[config.mk]
export PLATFORM = sky130hd
export DESIGN_NAME = ram_ctrl_74189
export DESIGN_NICKNAME = d
export VERILOG_FILES = /design/src/rtl/ram_ctrl_pkg.sv /design/src/rtl/ram_ctrl_timer.sv /design/src/rtl/ram_ctrl_74189.sv
export SDC_FILE = /design/constraint.sdc
export NUM_CORES = 1
export LEC_CHECK = 0
export BUFFER_PORTS_ARGS = -buffer_cell sky130_fd_sc_hd__buf_2
export CAP_MARGIN = 10
export CORE_AREA = 2 2 57 59
export DETAILED_ROUTE_END_ITERATION = 6
export DIE_AREA = 0 0 59 61
export PLACE_DENSITY = 0.74
export SLEW_MARGIN = 20
export SYNTH_ARGS = -nofsm -noshare
export SYNTH_HDL_FRONTEND = slang
export SYNTH_SLANG_ARGS = --single-unit
[constraint.sdc]
create_clock -name clk -period 1.9 [get_ports clk]
set_input_delay 0.285 -clock clk [delete_from_list [all_inputs] [get_ports clk]]
set_output_delay 0.285 -clock clk [all_outputs]
set_load 0.05 [all_outputs]
[src/rtl/ram_ctrl_pkg.sv]
// Shared widths, FSM state codes and timer-load helper for the 16x8 RAM controller.
package ram_ctrl_pkg;

  localparam int ADDR_W = 4;
  localparam int DATA_W = 8;
  localparam int CNT_W  = 4;

  localparam logic [2:0] IDLE     = 3'd0;
  localparam logic [2:0] W_SETUP  = 3'd1;
  localparam logic [2:0] W_PULSE  = 3'd2;
  localparam logic [2:0] W_HOLD   = 3'd3;
  localparam logic [2:0] W_VERIFY = 3'd4;
  localparam logic [2:0] R_WAIT   = 3'd5;

  // A phase lasting N cycles ends when the counter, loaded with N-1 on entry, reaches zero.
  function automatic logic [CNT_W-1:0] cnt_load(input int cyc);
    return CNT_W'(cyc - 1);
  endfunction

endpackage

[src/rtl/ram_ctrl_timer.sv]
// Loadable down counter timing the multi-cycle FSM phases; done is high while the count is zero.
module ram_ctrl_timer
  import ram_ctrl_pkg::*;
(
  input  logic             clk,
  input  logic             rst_n,
  input  logic             load,
  input  logic [CNT_W-1:0] load_val,
  output logic             done
);

  logic [CNT_W-1:0] cnt;

  always_ff @(posedge clk or negedge rst_n) begin
    if (!rst_n) begin
      cnt <= '0;
    end else if (load) begin
      cnt <= load_val;
    end else if (cnt != '0) begin
      cnt <= cnt - 1'b1;
    end
  end

  assign done = (cnt == '0);

endmodule

[src/rtl/ram_ctrl_74189.sv]
// Valid/ready controller sequencing two 16x4 inverting-output RAM chips as one 16x8 memory.
// Optional write read-back verification is enabled by defining RAM_CTRL_READBACK_EN.
module ram_ctrl_74189
  import ram_ctrl_pkg::*;
#(
  parameter int WR_PULSE_CYC = 1,
  parameter int RD_WAIT_CYC  = 1
)
(
  input  logic              clk,
  input  logic              rst_n,
  input  logic              req_valid,
  output logic              req_ready,
  input  logic              req_we,
  input  logic [ADDR_W-1:0] req_addr,
  input  logic [DATA_W-1:0] req_wdata,
  output logic              rsp_valid,
  output logic [DATA_W-1:0] rsp_rdata,
  output logic              rsp_err,
  output logic              ram_cs_n,
  output logic              ram_we_n,
  output logic [ADDR_W-1:0] ram_a,
  output logic [DATA_W-1:0] ram_d,
  input  logic [DATA_W-1:0] ram_o
);

  logic [2:0]       state;
  logic             tmr_load;
  logic [CNT_W-1:0] tmr_val;
  logic             tmr_done;
  logic [DATA_W-1:0] rd_true;

  assign rd_true   = ~ram_o;
  assign req_ready = (state == IDLE);

  // The timer is loaded on the edge that enters each counted phase.
  always_comb begin
    tmr_load = 1'b0;
    tmr_val  = '0;
    case (state)
      IDLE: begin
        if (req_valid && !req_we) begin
          tmr_load = 1'b1;
          tmr_val  = cnt_load(RD_WAIT_CYC);
        end
      end
      W_SETUP: begin
        tmr_load = 1'b1;
        tmr_val  = cnt_load(WR_PULSE_CYC);
      end
`ifdef RAM_CTRL_READBACK_EN
      W_HOLD: begin
        tmr_load = 1'b1;
        tmr_val  = cnt_load(RD_WAIT_CYC);
      end
`endif
      default: begin
        tmr_load = 1'b0;
      end
    endcase
  end

  ram_ctrl_timer u_timer (
    .clk      (clk),
    .rst_n    (rst_n),
    .load     (tmr_load),
    .load_val (tmr_val),
    .done     (tmr_done)
  );

  always_ff @(posedge clk or negedge rst_n) begin
    if (!rst_n) begin
      state     <= IDLE;
      ram_cs_n  <= 1'b1;
      ram_we_n  <= 1'b1;
      ram_a     <= '0;
      ram_d     <= '0;
      rsp_valid <= 1'b0;
      rsp_rdata <= '0;
`ifdef RAM_CTRL_READBACK_EN
      rsp_err   <= 1'b0;
`endif
    end else begin
      rsp_valid <= 1'b0;
      case (state)
        IDLE: begin
          if (req_valid) begin
            ram_a    <= req_addr;
            ram_d    <= req_wdata;
            ram_cs_n <= 1'b0;
            state    <= req_we ? W_SETUP : R_WAIT;
          end
        end
        W_SETUP: begin
          ram_we_n <= 1'b0;
          state    <= W_PULSE;
        end
        W_PULSE: begin
          if (tmr_done) begin
            ram_we_n <= 1'b1;
            state    <= W_HOLD;
          end
        end
        W_HOLD: begin
`ifdef RAM_CTRL_READBACK_EN
          state     <= W_VERIFY;
`else
          ram_cs_n  <= 1'b1;
          rsp_valid <= 1'b1;
          state     <= IDLE;
`endif
        end
`ifdef RAM_CTRL_READBACK_EN
        W_VERIFY: begin
          if (tmr_done) begin
            rsp_rdata <= rd_true;
            rsp_err   <= (rd_true != ram_d);
            ram_cs_n  <= 1'b1;
            rsp_valid <= 1'b1;
            state     <= IDLE;
          end
        end
`endif
        R_WAIT: begin
          if (tmr_done) begin
            rsp_rdata <= rd_true;
`ifdef RAM_CTRL_READBACK_EN
            rsp_err   <= 1'b0;
`endif
            ram_cs_n  <= 1'b1;
            rsp_valid <= 1'b1;
            state     <= IDLE;
          end
        end
        default: begin
          ram_cs_n <= 1'b1;
          ram_we_n <= 1'b1;
          state    <= IDLE;
        end
      endcase
    end
  end

`ifndef RAM_CTRL_READBACK_EN
  assign rsp_err = 1'b0;
`endif

endmodule

==> impl_metrics.py, run 1 <==
metrics = {
    "routing": {
        "routed_via_density": 5.19,
        "drc": 0,
        "num_vias": 987,
        "dr.pass1.iters": 4,
        "wl_mm": 2.49,
        "wl_per_cell_um": 13.1,
        "drt_iter0_markers": 27,
        "ant_nets": 0,
    },
    "critical_path": {
        "critPathSlowestCell": "dfrtp_1",
        "worst-setup-path-type": "flop to output port",
        "setup.worst_path.start": "state[0]",
        "worstReg2RegStart": "u_timer.cnt[0]",
        "crit_buf_inv": 1,
        "cpPeakStageDelay_ns": 0.55,
        "cp_max_fo": 12,
        "cp_data_required_time_ns": 1.62,
        "crit_arrival_ns": 1.36,
        "end_kind": "output port",
        "critPathLaunchType": "flop",
        "worstPathCellList": "nor3_4, buf_2",
        "critPathTopFamily": "flip-flops",
    },
    "yosys": {
        "ys_seq_area_frac": 0.539,
        "yosys.area.top_type": "dfrtp_1",
        "synth_compound_area_frac": 0.133,
        "syn-cell-area_um2": 1400,
        "synth-xor-area-share": 0.0188,
        "synthSimpleGateAreaFrac": 0.106,
        "synth_area_leaders": "dfrtp_1, mux2_4, o31ai_1",
        "synth_edf_count": 0,
        "syn_area_per_cell_um2": 13.0,
        "synth_top_area_frac": 0.502,
        "synthAdderAreaFrac": 0.0179,
        "synth_warnings": 0,
        "synth_cells": 107,
        "async_flop_share": 1.00,
        "syn_nets": 133,
        "yosysMostFrequentCell": "dfrtp_1",
        "synth_top_family_by_area": "compound AO/OA/AOI/OAI gates",
        "synthFlopType": "dfrtp_1",
        "synth-seq-cells": 30,
        "netlist-cell-type-count": 32,
        "synth_common_cells": "dfrtp_1, mux2_4, o21ai_0, o31ai_1, nor2_1",
        "synthMuxAreaShare": 0.121,
    },
    "grt": {
        "grt_max_degree": 31,
        "grt_overflow": 0,
        "antenna_found_initial": 0,
        "grt_pass1_vias": 968,
        "grt_pass1_wl_mm": 4.08,
        "grt.total_usage": 0.156,
    },
    "layout": {
        "fill_cells": 261,
        "areaGrowthSynthToFinish_pct": 20.2,
        "drive_above_1_share": 0.478,
        "final_net_count": 182,
        "num_antenna_cells": 0,
        "multi_input_area_um2": 557,
        "seqCellArea_um2": 753,
    },
    "sta": {
        "fin_crit_ns": 1.64,
        "tightestPinTransition_ns": 0.635,
        "final-hold-violation-count": 0,
        "rsz0062_at_grt": "no",
        "slew_headroom": 0.576,
        "setup_tns_ns": 0,
        "finClkSkew_ns": 0.00843,
        "finalMaxSlewViolations": 0,
        "timing.final.crit_share": 0.864,
        "fmax_mhz": 609,
        "setup_viol": 0,
    },
    "floorplanning": {
        "chipWidth_um": 59,
        "die_area_um2": 3600,
        "start_util": 0.473,
        "boundaryPins": 49,
        "fp-row-count": 20,
        "core_um2": 2950,
        "die_h_um": 61,
    },
    "clock_network": {
        "postCtsResizedCells": 0,
        "cts.sinks": 30,
        "clk_pin_slew_worst_paths_ns": 0.09,
        "h-tree-depth": 2,
        "clock_path_buffers": 2,
        "clk-insertion-delay-late_ns": 0.32,
        "cts_root_buf": "clkbuf_4",
        "cts_buffers": 5,
        "cts_tree": "built",
    },
    "run_status": {
        "status": "finished, final reports clean",
    },
    "hold_path": {
        "hold_path_class": "input port to flop",
        "worstHoldStart": "ram_o[3]",
    },
    "flow_run": {
        "cap_violations": 0,
    },
    "placement": {
        "post-dp-hpwl_mm": 1.76,
        "place_congestion": 0.736,
        "io_buffers": 47,
    },
}
==> final timing paths <==
| kind | end | slack [ns] | cells after the start |
|---|---|---|---|
| worst max-delay path | req_ready | 0.26 | 2 |
| worst min-delay path | rsp_rdata[3] | 0.13 | 2 |
| worst max register to register | rsp_rdata[4] | 0.33 | 5 |
| worst min register to register | ram_d[2] | 0.51 | 1 |
| max in group asynchronous | state[1] | 0.97 | 2 |
| min in group asynchronous | state[2] | 0.51 | 2 |
==> per-layer routing <==
| metal | wire, µm | vias up | global-route usage |
|---|---|---|---|
| li1 | - | 479 | - |
| met1 | 1070 | 453 | 0.162 |
| met2 | 1130 | 47 | 0.271 |
| met3 | 242 | 8 | 0.0682 |
| met4 | 46 | 0 | 0.0779 |
| met5 | 0 | - | 0 |
==> layout make-up <==
cell class	count	area share
multi-input cells	67	0.332
repair buffers	50	0.155
clock buffers	8	0.0350
inverters	2	0.00447
flip-flops and latches	30	0.449
well taps	33	0.0246
==> stage by stage <==
step / instance area [µm²] / utilization / hold WS, ns / std cells / worst slack (ns)
after floorplan: 1400 / - / -0.0106 / 107 / 0.0934
after global placement: 1610 / 0.545 / 0.330 / 181 / 0.399
after detailed placement: 1610 / 0.545 / 0.347 / 181 / 0.331
after CTS: 1680 / 0.568 / 0.116 / 190 / 0.241
after global routing: 1680 / 0.568 / 0.120 / 190 / 0.179
final: 1680 / 0.568 / 0.130 / 190 / 0.258
==> cell families (layout without fill, tap and decap cells) <==
family	Yosys count	in the layout
xor+xnor	3	3
mux	12	12
buf+inv	10	60
fa+ha+maj	2	2
compound gates	27	27
flops	30	30
simple gates	22	22
other cells	1	1
==> registers in the layout (all words and copies together) (netlist names) <==
| register | flops |
|---|---|
| ram_we_n | 1 |
| rsp_valid | 1 |
| u_timer.cnt | 4 |
| state | 3 |
| ram_d | 8 |
| rsp_rdata | 8 |
| ram_cs_n | 1 |
| ram_a | 4 |
==> cells in the final DEF (no fill, tap or decap), drive strengths merged, types with 2 or more instances in the layout <==
cell    instances
xnor2           3
nor3            4
buf            49
mux2           12
a21oi           4
nor2b           2
dfstp           2
clkbuf          8
o32a            2
ha              2
o31ai           8
nand2b          2
dfrtp          28
inv             2
nor2            7
o21ai           8
nand2           2
==> what timing repair did <==
| item | 4_1_cts | 5_1_grt |
|---|---|---|
| setup buffers | 0 | 0 |
| hold buffers | 1 | 0 |
| hold endpoints to repair | 28 | 0 |
| endpoints found under the setup margin | 0 | 0 |
==> worst reg2reg max path, stage by stage (launching register included) <==
cell	delay, ns
dfrtp_1	0.38
inv_1	0.11
ha_1	0.17
or3b_4	0.49
o21ai_0	0.20
o31ai_1	0.10
Power of run 1 is left out: the tool's default activity adds up to more than one toggle a clock period on the data nets, which glitch-free logic cannot reach.
==> run 2: changes to the inputs <==
--- a/config.mk
+++ b/config.mk
@@ -6,10 +6,10 @@
 export NUM_CORES = 1
 export LEC_CHECK = 0
-export BUFFER_PORTS_ARGS = -buffer_cell sky130_fd_sc_hd__buf_2
 export CAP_MARGIN = 10
-export CORE_AREA = 2 2 57 59
+export CORE_AREA = 2 2 53 55
 export DETAILED_ROUTE_END_ITERATION = 6
-export DIE_AREA = 0 0 59 61
-export PLACE_DENSITY = 0.74
+export DIE_AREA = 0 0 55 57
+export DONT_BUFFER_PORTS = 1
+export PLACE_DENSITY = 0.68
 export SLEW_MARGIN = 20
 export SYNTH_ARGS = -nofsm -noshare
==> constraint.sdc (replaced) <==
create_clock -name clk -period 1.9 [get_ports clk]
set_input_delay 0.285 -clock clk [delete_from_list [all_inputs] [get_ports clk]]
set_output_delay 0.285 -clock clk [all_outputs]
set_load 0.01 [all_outputs]
==> run 2 against run 1 <==
- setup slack better by 0.073 ns
- critical path depth up 1
- global-route usage down 0.11 points
- critical endpoint is now ram_d[6]
==> impl_metrics.py, run 2 (synthesis results as in run 1) <==
metrics = {
    "run_status": {
        "status": "finished, final reports clean",
    },
    "power": {
        "peakVddDrop_mv": 1.03,
        "cellLeakagePower_nw": 0.626,
        "power_density_nw_per_um2": 1770,
    },
    "floorplanning": {
        "boundaryPins": 49,
        "die_h_um": 57,
        "core_um2": 2620,
        "chipWidth_um": 55,
        "die_area_um2": 3140,
        "fp-row-count": 19,
        "start_util": 0.534,
    },
    "placement": {
        "io_buffers": 0,
        "placed_cell_area_um2": 1370,
        "place_congestion": 0.734,
        "post-dp-hpwl_mm": 1.54,
        "place_inst": 132,
    },
    "layout": {
        "layout_commonest_cell": "dfrtp_1",
        "layout.cells.most_common_list": "dfrtp_1, mux2_4, o21ai_0, o31ai_1, nor2_1",
        "fill_cells": 239,
        "multi_input_area_um2": 557,
        "final_area_um2": 1460,
        "fin_cells": 142,
        "num_antenna_cells": 0,
        "seqCellArea_um2": 753,
        "areaGrowthSynthToFinish_pct": 4.66,
        "reg_top3": "ram_d: 8 flops, rsp_rdata: 8 flops",
        "drive_above_1_share": 0.270,
        "final_net_count": 136,
    },
    "grt": {
        "grt_max_degree": 31,
        "antenna_found_initial": 0,
        "grt_pass1_vias": 749,
        "grt.total_usage": 0.155,
        "grt_overflow": 0,
        "grt_pass1_wl_mm": 3.38,
    },
    "critical_path": {
        "worst_r2r_endpoint": "ram_d[6]",
        "worst-setup-path-type": "flop to flop",
        "crit_arrival_ns": 1.78,
        "cpPeakStageDelay_ns": 0.51,
        "worstPathCellList": "nor3_4, and2_4, mux2_2",
        "end_kind": "flop",
        "cp_data_required_time_ns": 2.11,
        "crit_buf_inv": 0,
        "worstReg2RegStart": "state[1]",
        "critPathTopFamily": "simple AND/OR/NAND/NOR gates",
        "r2r_slack_ns": 0.33,
        "critPathSlowestCell": "dfrtp_1",
        "reg2reg_depth": 3,
        "cp_max_fo": 13,
        "critPathLaunchType": "flop",
    },
    "sta": {
        "fmax_mhz": 638,
        "rsz0062_at_grt": "no",
        "setup_viol": 0,
        "finClkSkew_ns": 0.00404,
        "setup_tns_ns": 0,
        "fin_crit_ns": 1.57,
        "final-hold-violation-count": 0,
        "finalMaxSlewViolations": 0,
        "timing.final.crit_share": 0.825,
    },
    "clock_network": {
        "postCtsResizedCells": 0,
        "h-tree-depth": 2,
        "cts_tree": "built",
        "cts.sinks": 30,
        "clk_pin_slew_worst_paths_ns": 0.09,
        "clock_path_buffers": 2,
        "cts_buffers": 5,
        "cts_root_buf": "clkbuf_4",
        "clk-insertion-delay-late_ns": 0.32,
    },
    "hold_path": {
        "hold_path_class": "input port to flop",
        "worstHoldStart": "ram_o[3]",
        "hold_end": "rsp_rdata[3]",
        "hold_path_depth": 1,
    },
    "routing": {
        "routed_via_density": 5.77,
        "dr.pass1.iters": 4,
        "num_vias": 820,
        "ant_nets": 0,
        "drc": 0,
        "drt_iter0_markers": 4,
        "wl_mm": 2.22,
        "wl_per_cell_um": 15.6,
    },
    "flow_run": {
        "cap_violations": 0,
    },
}
run 2: changes by cell type in the layout (fill, tap and decap cells not counted):
cell,before,now
buf_2,47,0
clkinv_2,0,1
clkbuf_1,2,1
buf_12,0,1
run 2: layer usage:
metal  track usage  wire length, µm  part of all wire
met5             0                0                 0
met4        0.0697               38             0.017
met3        0.0707              187             0.084
met2         0.236             1060              0.48
met1         0.186              937              0.42
run 2: worst max-delay path by stage:
stage,from,to,slack (ns),cells past startpoint
3_3_place_gp,state[1],ram_d[6],0.35,3
3_5_place_dp,state[1],ram_d[6],0.33,3
2_1_floorplan,state[2],ram_a[1],0.43,5
5_1_grt,u_timer.cnt[0],rsp_rdata[3],0.17,5
6_report,state[1],ram_d[6],0.33,3
4_1_cts,state[1],ram_d[6],0.32,3
run 2: repair_timing:
action                    CTS  global route
buffers inserted            0             0
hold endpoints to repair   30             0
hold buffers                2             0
run 2: cell type report:
type,instances,share of cell area
Clock buffer,7,0.0377
Clock inverter,1,0.00342
Inverter,2,0.00514
Multi-Input combinational cell,67,0.381
Sequential cell,30,0.515
Tap cell,31,0.0265
Timing Repair Buffer,4,0.0308
run 2: report_power, final:
group	total, W	switching [W]	internal [W]
registers	0.00127	0.000329	0.000938
clock network	0.000382	0.000203	0.000179
logic	0.000932	0.000427	0.000505
total	0.00258	0.000958	0.00162
run 2: stage by stage:
stage / util / hold slack, ns / power, W / setup WS, ns
5_1_grt: 0.559 / 0.0318 / 0.00278 / 0.173
2_1_floorplan: - / -0.0106 / 0.00213 / 0.431
3_5_place_dp: 0.524 / -0.0100 / 0.00220 / 0.326
4_1_cts: 0.559 / 0.0389 / 0.00262 / 0.322
6_report: 0.559 / 0.0577 / 0.00258 / 0.332
3_3_place_gp: 0.524 / -0.0100 / 0.00216 / 0.352
Note: power is estimated with default switching activity, not from simulation.
